File: src/rtl/coeff_loader.sv
// Streams signed taps into the FIR coefficient array, one write strobe per beat,
// then checks a trailing checksum byte and reports done/csum_err as held levels.
module coeff_loader #(
  parameter int unsigned NUM_TAPS = 71,
  parameter int unsigned ADDR_W   = 7,
  parameter int unsigned DATA_W   = 8
) (
  input  logic              clk,
  input  logic              rst_n,
  input  logic              start,
  input  logic              abort,
  input  logic [DATA_W-1:0] s_data,
  input  logic              s_valid,
  output logic              s_ready,
  output logic [ADDR_W-1:0] addr,
  output logic [DATA_W-1:0] coefficient,
  output logic              write_en,
  output logic              busy,
  output logic              done,
  output logic              csum_err
);

  // The completion step is folded into the checksum transfer: done is registered
  // and the FSM returns straight to idle, so done/csum_err stay as levels.
  typedef enum logic [1:0] {StIdle, StLoad, StCheck} state_e;

  localparam logic [ADDR_W-1:0] LastTap = ADDR_W'(NUM_TAPS - 1);

  state_e            r_state, w_state_d;
  logic [ADDR_W-1:0] r_cnt, w_cnt_d;
  logic [ADDR_W-1:0] r_addr, w_addr_d;
  logic [DATA_W-1:0] r_acc, w_acc_d;
  logic [DATA_W-1:0] r_coef, w_coef_d;
  logic [DATA_W-1:0] w_csum;
  logic              r_we, w_we_d;
  logic              r_busy, w_busy_d;
  logic              r_done, w_done_d;
  logic              r_err, w_err_d;
  logic              w_xfer;

  assign s_ready = ((r_state == StLoad) || (r_state == StCheck)) && !abort;
  assign w_xfer  = s_valid && s_ready;
  assign w_csum  = r_acc + s_data;

  always_comb begin
    w_state_d = r_state;
    w_cnt_d   = r_cnt;
    w_addr_d  = r_addr;
    w_acc_d   = r_acc;
    w_coef_d  = r_coef;
    w_we_d    = 1'b0;
    w_busy_d  = r_busy;
    w_done_d  = r_done;
    w_err_d   = r_err;
    unique case (r_state)
      StIdle: begin
        if (start) begin
          w_state_d = StLoad;
          w_cnt_d   = '0;
          w_acc_d   = '0;
          w_done_d  = 1'b0;
          w_err_d   = 1'b0;
          w_busy_d  = 1'b1;
        end
      end
      StLoad: begin
        if (abort) begin
          w_state_d = StIdle;
          w_busy_d  = 1'b0;
          w_done_d  = 1'b0;
          w_err_d   = 1'b0;
        end else if (w_xfer) begin
          w_we_d   = 1'b1;
          w_addr_d = r_cnt;
          w_coef_d = s_data;
          w_acc_d  = w_csum;
          w_cnt_d  = r_cnt + 1'b1;
          if (r_cnt == LastTap) begin
            w_state_d = StCheck;
          end
        end
      end
      StCheck: begin
        if (abort) begin
          w_state_d = StIdle;
          w_busy_d  = 1'b0;
          w_done_d  = 1'b0;
          w_err_d   = 1'b0;
        end else if (w_xfer) begin
          w_state_d = StIdle;
          w_busy_d  = 1'b0;
          w_done_d  = 1'b1;
          w_err_d   = (w_csum != '0);
        end
      end
      default: w_state_d = StIdle;
    endcase
  end

  always_ff @(posedge clk or negedge rst_n) begin
    if (!rst_n) begin
      r_state <= StIdle;
      r_cnt   <= '0;
      r_addr  <= '0;
      r_acc   <= '0;
      r_coef  <= '0;
      r_we    <= 1'b0;
      r_busy  <= 1'b0;
      r_done  <= 1'b0;
      r_err   <= 1'b0;
    end else begin
      r_state <= w_state_d;
      r_cnt   <= w_cnt_d;
      r_addr  <= w_addr_d;
      r_acc   <= w_acc_d;
      r_coef  <= w_coef_d;
      r_we    <= w_we_d;
      r_busy  <= w_busy_d;
      r_done  <= w_done_d;
      r_err   <= w_err_d;
    end
  end

  assign addr        = r_addr;
  assign coefficient = r_coef;
  assign write_en    = r_we;
  assign busy        = r_busy;
  assign done        = r_done;
  assign csum_err    = r_err;

endmodule
File: config.mk
export PLATFORM = sky130hd
export DESIGN_NAME = coeff_loader
export DESIGN_NICKNAME = d
export VERILOG_FILES = /design/src/rtl/coeff_loader.sv
export SDC_FILE = /design/constraint.sdc
export NUM_CORES = 1
export LEC_CHECK = 0
export BUFFER_PORTS_ARGS = -buffer_cell sky130_fd_sc_hd__buf_2
export CAP_MARGIN = 20
export CORE_UTILIZATION = 40
export DETAILED_ROUTE_END_ITERATION = 6
export HOLD_SLACK_MARGIN = 0.08
export SYNTH_ARGS = -nofsm -noshare
export SYNTH_HDL_FRONTEND = slang
export SYNTH_SLANG_ARGS = --single-unit
export TNS_END_PERCENT = 1
File: constraint.sdc
create_clock -name clk -period 3 [get_ports clk]
set_clock_uncertainty 0.05 [all_clocks]
set_input_delay 0.15 -clock clk [delete_from_list [all_inputs] [get_ports clk]]
set_output_delay 0.15 -clock clk [all_outputs]
set_load 0.005 [all_outputs]
-- After elaboration in Yosys (flattened, before gate mapping)
Cells that the tools add are included.
- bits in registers: 36
- input bits: 13
- output and inout port bits: 20
- logic and storage cells: 64
- add/sub/neg operators: 2
- equality and inequality tests: 10
- mux-type cells: 30
- bitwise logic cells: 1
- reductions and logical operators: 12
- operators by type and width (cell ; number):
    8-bit 2-to-1 mux ; 3
    7-bit 2-to-1 mux ; 3
    8-bit case mux with 2 select lines ; 1
    7-bit case mux with 2 select lines ; 1
    1-bit 2-to-1 mux ; 12
    2-bit 2-to-1 mux ; 6
    4-bit AND reduction ; 3
    1-bit case mux with 3 select lines ; 3
    8-bit adder ; 1
    2-bit != test (second input constant) ; 4
    8-bit nonzero test ; 1
    7-bit by 1-bit adder with 7-bit output (second input constant) ; 1
    7-bit == test (second input constant) ; 1
    3-bit != test (second input constant) ; 2
    2-bit case mux with 3 select lines ; 1
    3-bit by 2-bit != test with 1-bit output (second input constant) ; 1
    3-bit AND reduction ; 1
    3-bit nonzero test ; 1
    2-bit by 1-bit == test with 1-bit output (second input constant) ; 1
    2-bit == test (second input constant) ; 1
    1-bit logical AND ; 2
    2-bit logical NOT ; 1
    2-bit nonzero test ; 1
    1-bit logical NOT ; 1
    2 further kinds ; 2

-- Logic depth before layout (Yosys ltp)
Gate-level depths: netlist (run 1).
- word-level depth: 7
- gate-level depth with buffers: 8
- mapped depth without buffers: 8

-- Least setup slack after synthesis (run 1)
No wires, ideal clock.
- path kind: register to register
- start point: reg r_acc[0]
- end point: reg r_err (netlist: csum_err)
- library setup time: 0.136 ns
- arrival time: 1.949 ns
- required time: 2.814 ns
- slack: 0.866 ns
- stages on the path, launching flop included: 8
- path buffers: 0
- period minus slack after synthesis: 2.134 ns
- path through: dfrtp_1 -> ha_1 -> fa_1 -> a211oi_2 -> or4b_1 -> o2111ai_1 -> o41ai_1 -> mux2i_1
- cells in the longest elaborated chain, start to end: 5
- ends and longest elaborated chain (what ; line ; text):
    start, declared ; 32 ; logic [DATA_W-1:0] r_acc, w_acc_d;
    start signal, assigned ; 115 ; r_acc <= w_acc_d;
    8-bit adder ; 43 ; assign w_csum = r_acc + s_data;
    8-bit nonzero test ; 93 ; w_err_d = (w_csum != '0);
    1-bit 2-to-1 mux ; 89 ; end else if (w_xfer) begin
    1-bit 2-to-1 mux ; 84 ; if (abort) begin
    1-bit case mux with 3 select lines ; 55 ; unique case (r_state)
    end signal, assigned ; 120 ; r_err <= w_err_d;
    end, declared ; 38 ; logic r_err, w_err_d;
Every way passes these cells. The select of a mux whose other input is x is not followed.
A chain may end at the register's enable or synchronous reset.

-- Worst setup path after layout (run 1)
- start point: in s_data[0]
- end point: reg r_err (netlist: csum_err)
- cells in the longest elaborated chain, start to end: 5
- ends and longest elaborated chain (what ; line ; text):
    start, declared ; 12 ; input logic [DATA_W-1:0] s_data,
    8-bit adder ; 43 ;
    8-bit nonzero test ; 93 ;
    1-bit 2-to-1 mux ; 89 ;
    1-bit 2-to-1 mux ; 84 ;
    1-bit case mux with 3 select lines ; 55 ;
Every way passes these cells. The select of a mux whose other input is x is not followed.

==> results of run 1 <==
-- how the worst min path moves through the flow --
| stage | to | startpoint | cells after the start |
|---|---|---|---|
| 5_1_grt | r_state[0] | start | 3 |
| 2_1_floorplan | addr[0] | rst_n | 0 |
| 4_1_cts | r_state[0] | start | 3 |
| 6_report | r_state[0] | start | 3 |
| 3_5_place_dp | write_en | rst_n | 1 |
| 3_3_place_gp | write_en | rst_n | 1 |
-- layer usage --
| layer | routed length, µm | vias to the layer above |
|---|---|---|
| met5 | 0 | - |
| met1 | 1960 | 691 |
| li1 | - | 799 |
| met3 | 132 | 6 |
| met4 | 57 | 0 |
| met2 | 1820 | 31 |
-- cells by family after synthesis --
kind of cell,count (synthesis),share of synthesized area (%)
simple gates,95,22.7
compound gates,36,13.2
flops,36,46.7
buf+inv,14,2.79
fa+ha+maj,14,9.46
xor+xnor,8,3.63
mux,3,1.62
-- final cells by class --
cell class,count,area share [%]
Sequential cell,36,38.5
Clock buffer,6,3.53
Timing Repair Buffer,44,11.7
Multi-Input combinational cell,156,41.7
Inverter,9,1.44
Clock inverter,2,0.428
Tap cell,52,2.78
-- timing repair --
item	4_1_cts	5_1_grt
hold buffers	9	0
resized for setup	0	0
hold endpoints to repair	44	0
-- metrics by stage --
step / utilization, % / cell area, µm² / instances / setup slack [ps]
final: 52.0 / 2340 / 305 / 571
after global routing: 52.0 / 2340 / 305 / 370
after CTS: 52.0 / 2340 / 305 / 578
after detailed placement: 47.9 / 2160 / 288 / 750
after global placement: 47.9 / 2160 / 288 / 739
after floorplan: - / 1930 / 206 / 866
-- worst max-delay path, cell delays in order --
cell,delay (ps)
dlygate4sd3_1,530
buf_2,130
ha_1,220
fa_1,430
a211oi_2,300
or4b_1,170
o2111ai_1,120
o41ai_1,370
mux2i_1,120
-- placed cells by master (no fill, tap or decap), drive strengths merged, types with 4 or more instances in the layout --
| cell type | instances |
|---|---|
| nor3 | 4 |
| nand3 | 7 |
| nor2b | 4 |
| xor2 | 4 |
| ha | 13 |
| nor2 | 15 |
| inv | 9 |
| dlygate4sd3 | 9 |
| clkbuf | 6 |
| o211ai | 4 |
| xnor2 | 4 |
| dfrtp | 36 |
| o21ai | 9 |
| nand2 | 53 |
| a21oi | 7 |
| buf | 35 |
-- flip-flops by register name, indices dropped and copies added (netlist names) --
name and flops:
coefficient 8, r_acc 8, addr 7, r_cnt 7, r_state 2, busy 1
csum_err 1, done 1, write_en 1
-- where the power goes --
part           switching [W]  internal (W)
registers          0.0000836      0.000622
clock network       0.000176      0.000183
logic               0.000428      0.000340
total               0.000688       0.00114
==> flow_metrics.env, run 1 <==
export IMPL_min_period_ps=2430
export IMPL_placementRows=24
export IMPL_gr_total_overflow=0
export IMPL_synth_flop_cell="dfrtp_1"
export IMPL_drive_above_1_share_pct=19.8
export IMPL_finalCritPeriodShare_pct=81.0
export IMPL_worstRegToRegCells=7
export IMPL_cts_clk_slew_worst_paths_ps=70
export IMPL_hp_class="primary input to flip-flop"
export IMPL_grt_pass1_wl_um=6980
export IMPL_vias=1527
export IMPL_synth_common_cells="nand2_1 (53), dfrtp_1 (36), nor2_1 (14)"
export IMPL_insertedDiodeCount=0
export IMPL_required_ps=3110
export IMPL_r2r_end="csum_err"
export IMPL_wl_per_cell_um=13.0
export IMPL_die_area_mm2=0.00511
export IMPL_startpoint_type="primary input"
export IMPL_power_per_cell_area_mw_per_mm2=783
export IMPL_post_cts_setup_buffers=0
export IMPL_yosysMostFrequentCell="nand2_1"
export IMPL_routed_via_density=5.01
export IMPL_antenna_found_initial=0
export IMPL_crit_path_end_kind="flip-flop"
export IMPL_cap_violations=0
export IMPL_crit_end="csum_err"
export IMPL_final_nets=279
export IMPL_worstMarginPinSlew_ps=804
export IMPL_grtUsageTotal_pct=17.6
export IMPL_outcome="finished clean"
export IMPL_first_pass_iters=4
export IMPL_io_pins=33
export IMPL_cts_max_level=2
export IMPL_wirelength_um=3970
export IMPL_crit_start="s_data[0]"
export IMPL_die_w_um=71.5
export IMPL_drv_slew=0
export IMPL_synth_edff_count=0
export IMPL_max_freq_ghz=0.412
export IMPL_drc=0
export IMPL_synth_top_area_share_pct=46.7
export IMPL_cp_max_fo=4
export IMPL_avgSynthCellArea_um2=9.37
export IMPL_synthCells=206
export IMPL_ys_ff_latch=36
export IMPL_cellLeakagePower_nw=1.20
export IMPL_clock_sinks=36
export IMPL_synthDistinctLibCells=45
export IMPL_grt_busiest_layer="met2"
export IMPL_seq_area_frac_synth_pct=46.7
export IMPL_die_height_um=71.5
export IMPL_synth_nets=233
export IMPL_netlist_area_mm2=0.00193
export IMPL_core_mm2=0.00450
export IMPL_critPathArrivalTime_ps=2540
export IMPL_yosys_area_top_type="dfrtp_1"
export IMPL_met2_usage_pct=28.0
export IMPL_nFillCells=413
export IMPL_cts_tree="built"
export IMPL_max_slew_margin_rel_pct=46.4
export IMPL_yosysWarnings=0
export IMPL_use_met3_pct=3.80
export IMPL_hold_violations=0
export IMPL_cts_buffers=5
export IMPL_clock_latency_ps=290
export IMPL_regArea_um2=901
export IMPL_numPortBuffers=32
export IMPL_dp_hpwl_um=2860
export IMPL_cts_max_path_buffers=2
export IMPL_holdWs_ps=141
export IMPL_timing_rr_start="r_acc[0]"
export IMPL_critical_path_class="primary input to flip-flop"
export IMPL_gp_congestion=0.856
export IMPL_grt_pass1_vias=1522
export IMPL_grt_start_max_net_pins=37
export IMPL_p_total_w=0.00183
export IMPL_setup_violations=0
export IMPL_synth_area_leaders="dfrtp_1 (47%), nand2_1 (10%), ha_1 (8.4%)"
export IMPL_detail_route_antenna_nets=0
export IMPL_area_delta_synth_final_pct=21.3
export IMPL_drt_initial_drc_count=55
export IMPL_vdd_ir_drop_max_v=0.000285
export IMPL_grt_met1_usage_pct=23.6
export IMPL_clockRootBuffer="clkbuf_8"
export IMPL_tns_ps=0
export IMPL_rsz0062_at_grt="no"
export IMPL_initial_core_util_pct=42.9
export IMPL_ff2ff_setup_slack_ps=720
export IMPL_multi_input_comb_area_um2=976
export IMPL_synthArstFlopShare_pct=100
(Power assumes the default switching activity.)
==> run 2, diff against run 1 <==
--- a/config.mk
+++ b/config.mk
@@ -5,6 +5,7 @@
 export SDC_FILE = /design/constraint.sdc
 export NUM_CORES = 1
 export LEC_CHECK = 0
+export ABC_AREA = 1
 export BUFFER_PORTS_ARGS = -buffer_cell sky130_fd_sc_hd__buf_2
 export CAP_MARGIN = 20
 export CORE_UTILIZATION = 40
==> constraint.sdc (replaced) <==
create_clock -name clk -period 2.4 [get_ports clk]
set_clock_uncertainty 0.05 [all_clocks]
set_input_delay 0.12 -clock clk [delete_from_list [all_inputs] [get_ports clk]]
set_output_delay 0.12 -clock clk [all_outputs]
set_load 0.005 [all_outputs]
==> run 2 against run 1 <==
Utilization shrank 1.3 points; synthesized area grew 2.1%; worst hold slack gained 15 ps; sequential share of layout area shrank 0.86 points; critical path depth grew 5; largest cell class unchanged.
==> flow_metrics.env, run 2 <==
export IMPL_dp_cells=339
export IMPL_outcome="finished clean"
export IMPL_critical_path_class="primary input to flip-flop"
export IMPL_synthDistinctLibCells=28
export IMPL_cp_max_fo=3
export IMPL_cpMostUsedCell="nand2_1"
export IMPL_critPathTopFamily="simple AND/OR/NAND/NOR gates"
export IMPL_cts_clk_slew_worst_paths_ps=70
export IMPL_drc=0
export IMPL_pwr_share_comb_pct=44.0
export IMPL_core_mm2=0.00472
export IMPL_post_cts_setup_buffers=0
export IMPL_dp_hpwl_um=2950
export IMPL_cts_buffers=5
export IMPL_worstRegToRegCells=10
export IMPL_cts_tree="built"
export IMPL_synth_top_area_share_pct=45.7
export IMPL_yosys_area_top_type="dfrtp_1"
export IMPL_cts_max_path_buffers=2
export IMPL_cellLeakagePower_nw=1.31
export IMPL_drt_initial_drc_count=66
export IMPL_wirelength_um=3980
export IMPL_crit_start="s_data[0]"
export IMPL_clockPowerShare_pct=18.2
export IMPL_cts_max_level=2
export IMPL_rsz0062_at_grt="no"
export IMPL_cp_cell_sequence="dlygate4sd3_1, buf_2, ha_1, fa_1, nand2_1, nand2_1, nand3_1, nand2_1, nand2_1, nand2_1, nor2_1, nand2_1, nand2_1, nand2_1"
export IMPL_insertedDiodeCount=0
export IMPL_io_pins=33
export IMPL_vias=1641
export IMPL_cap_violations=0
export IMPL_fin_ws_ps=459
export IMPL_cp_depth=14
export IMPL_routed_via_density=4.61
export IMPL_numPortBuffers=32
export IMPL_gr_total_overflow=0
export IMPL_wl_per_cell_um=11.2
export IMPL_synthArstFlopShare_pct=100
export IMPL_die_height_um=72.2
export IMPL_yosysWarnings=0
export IMPL_max_slew_margin_rel_pct=45.6
export IMPL_required_ps=2540
export IMPL_mostFrequentLayoutCell="nand2_1"
export IMPL_mostFrequentLayoutCells="nand2_1 (90), dfrtp_1 (36), buf_2 (32), inv_1 (27)"
export IMPL_grt_pass1_vias=1541
export IMPL_initial_core_util_pct=41.7
export IMPL_area_delta_synth_final_pct=21.4
export IMPL_avgSynthCellArea_um2=8.15
export IMPL_multi_input_comb_area_um2=950
export IMPL_placementRows=25
export IMPL_grt_pass1_wl_um=6820
export IMPL_tns_ps=0
export IMPL_p_sw_w=0.000999
export IMPL_vdd_ir_drop_max_v=0.000479
export IMPL_drv_slew=0
export IMPL_crit_path_end_kind="flip-flop"
export IMPL_cp_buffers_inverters=2
export IMPL_critPathArrivalTime_ps=2080
export IMPL_synth_edff_count=0
export IMPL_ys_ff_latch=36
export IMPL_seq_area_frac_synth_pct=45.7
export IMPL_pre_cts_ws_ps=478
export IMPL_r2r_end="r_acc[7]"
export IMPL_synth_area_leaders="dfrtp_1 (46%), nand2_1 (17%), ha_1 (8.2%)"
export IMPL_hp_class="primary input to flip-flop"
export IMPL_drive_above_1_share_pct=18.0
export IMPL_die_w_um=72.2
export IMPL_grt_start_max_net_pins=37
export IMPL_slowest_stage="dlygate4sd3_1"
export IMPL_hold_violations=0
export IMPL_netlist_area_mm2=0.00197
export IMPL_crit_end="csum_err"
export IMPL_detail_route_antenna_nets=0
export IMPL_nFillCells=449
export IMPL_synthCells=242
export IMPL_synth_nets=269
export IMPL_max_stage_delay_ps=530
export IMPL_regArea_um2=901
export IMPL_ff2ff_setup_slack_ps=500
export IMPL_grtUsageTotal_pct=17.2
export IMPL_antenna_found_initial=0
export IMPL_worstMarginPinSlew_ps=817
export IMPL_yosysMostFrequentCell="nand2_1"
export IMPL_die_area_mm2=0.00521
export IMPL_stdcell_count=356
export IMPL_synth_flop_cell="dfrtp_1"
export IMPL_p_int_w=0.00149
export IMPL_max_freq_ghz=0.515
export IMPL_sequentialPowerShare_pct=37.8
export IMPL_min_period_ps=1940
export IMPL_startpoint_type="primary input"
export IMPL_power_per_cell_area_mw_per_mm2=1040
export IMPL_clock_latency_ps=290
export IMPL_clockRootBuffer="clkbuf_8"
export IMPL_finalCritPeriodShare_pct=80.9
export IMPL_first_pass_iters=4
export IMPL_timing_rr_start="r_state[0]"
export IMPL_gp_congestion=0.796
export IMPL_synth_common_cells="nand2_1 (90), dfrtp_1 (36), inv_1 (27)"
export IMPL_switching_share_pct=40.1
export IMPL_final_nets=315
export IMPL_clock_sinks=36
export IMPL_setup_violations=0
==> run 2: cell types whose count changed in the layout (fill, tap and decap cells not counted), sizes merged, moves of 4 or more <==
cell and change:
nand2 +39, nand3 +8, inv +20, nor2b -4, o21ai +8, o211ai -4
==> run 2: metal layers <==
layer	track usage [%]	up-vias	wire, µm
met5	0	-	0
met4	6.32	0	68
met3	5.00	7	172
met2	27.7	35	1740
met1	22.0	738	2000
li1	-	861	-
==> run 2: worst min-delay path by stage <==
stage            start              to  slack [ps]  depth (start not counted)
6_report       s_valid        write_en         160                          3
3_5_place_dp     rst_n  coefficient[0]         220                          1
5_1_grt        s_valid        write_en         170                          3
3_3_place_gp     rst_n  coefficient[0]         220                          1
4_1_cts        s_valid        write_en         150                          3
2_1_floorplan    rst_n         addr[0]        -230                          0
==> run 2: layout make-up <==
class / count / share of cell area [%]
clock buffers: 7 / 3.61
repair buffers: 42 / 10.8
clock inverters: 1 / 0.313
inverters: 29 / 4.55
multi-input cells: 174 / 39.7
flip-flops and latches: 36 / 37.6
well taps: 67 / 3.50
==> run 2: kinds of logic after synthesis <==
group,share of synthesized area [%]
and+or+nand+nor,29.9
DFF,45.7
buffers and inverters,6.16
AOI/OAI and AO/OA,8.06
adders and majority gates,9.26
xor gates and xnor gates,0.888
==> run 2: what timing repair did <==
| item | in CTS | in global routing |
|---|---|---|
| hold buffers | 9 | 0 |
| endpoints found under the hold margin | 44 | 0 |
| resized for setup | 0 | 0 |
| setup endpoints to repair | 0 | 0 |
==> run 2: worst reg2reg max path, stage by stage, from the launching register on <==
cell     delay [ps]
dfrtp_1         390
inv_1            80
ha_1            300
inv_1            60
nor2_4          120
nand3_4          80
inv_2           190
nand2_4         120
nand2_8         110
inv_2            90
a22o_1          210
==> run 2: through the flow <==
step                instance area [µm²]  power (W)  hold slack (ps)  utilization (%)
finish                             2390    0.00249              156             50.7
floorplan                          1970    0.00171             -226                -
CTS                                2390    0.00253              155             50.7
global route                       2390    0.00274              174             50.7
global placement                   2210    0.00204              221             46.8
detailed placement                 2210    0.00205              217             46.8
==> run 2: power by group through the flow <==
stage / combinational (W) / clock [W] / sequential, W
2_1_floorplan: 0.000750 / 0 / 0.000957
3_3_place_gp: 0.00109 / 0 / 0.000954
3_5_place_dp: 0.00110 / 0 / 0.000954
4_1_cts: 0.00111 / 0.000474 / 0.000944
5_1_grt: 0.00127 / 0.000504 / 0.000970
6_report: 0.00110 / 0.000454 / 0.000942
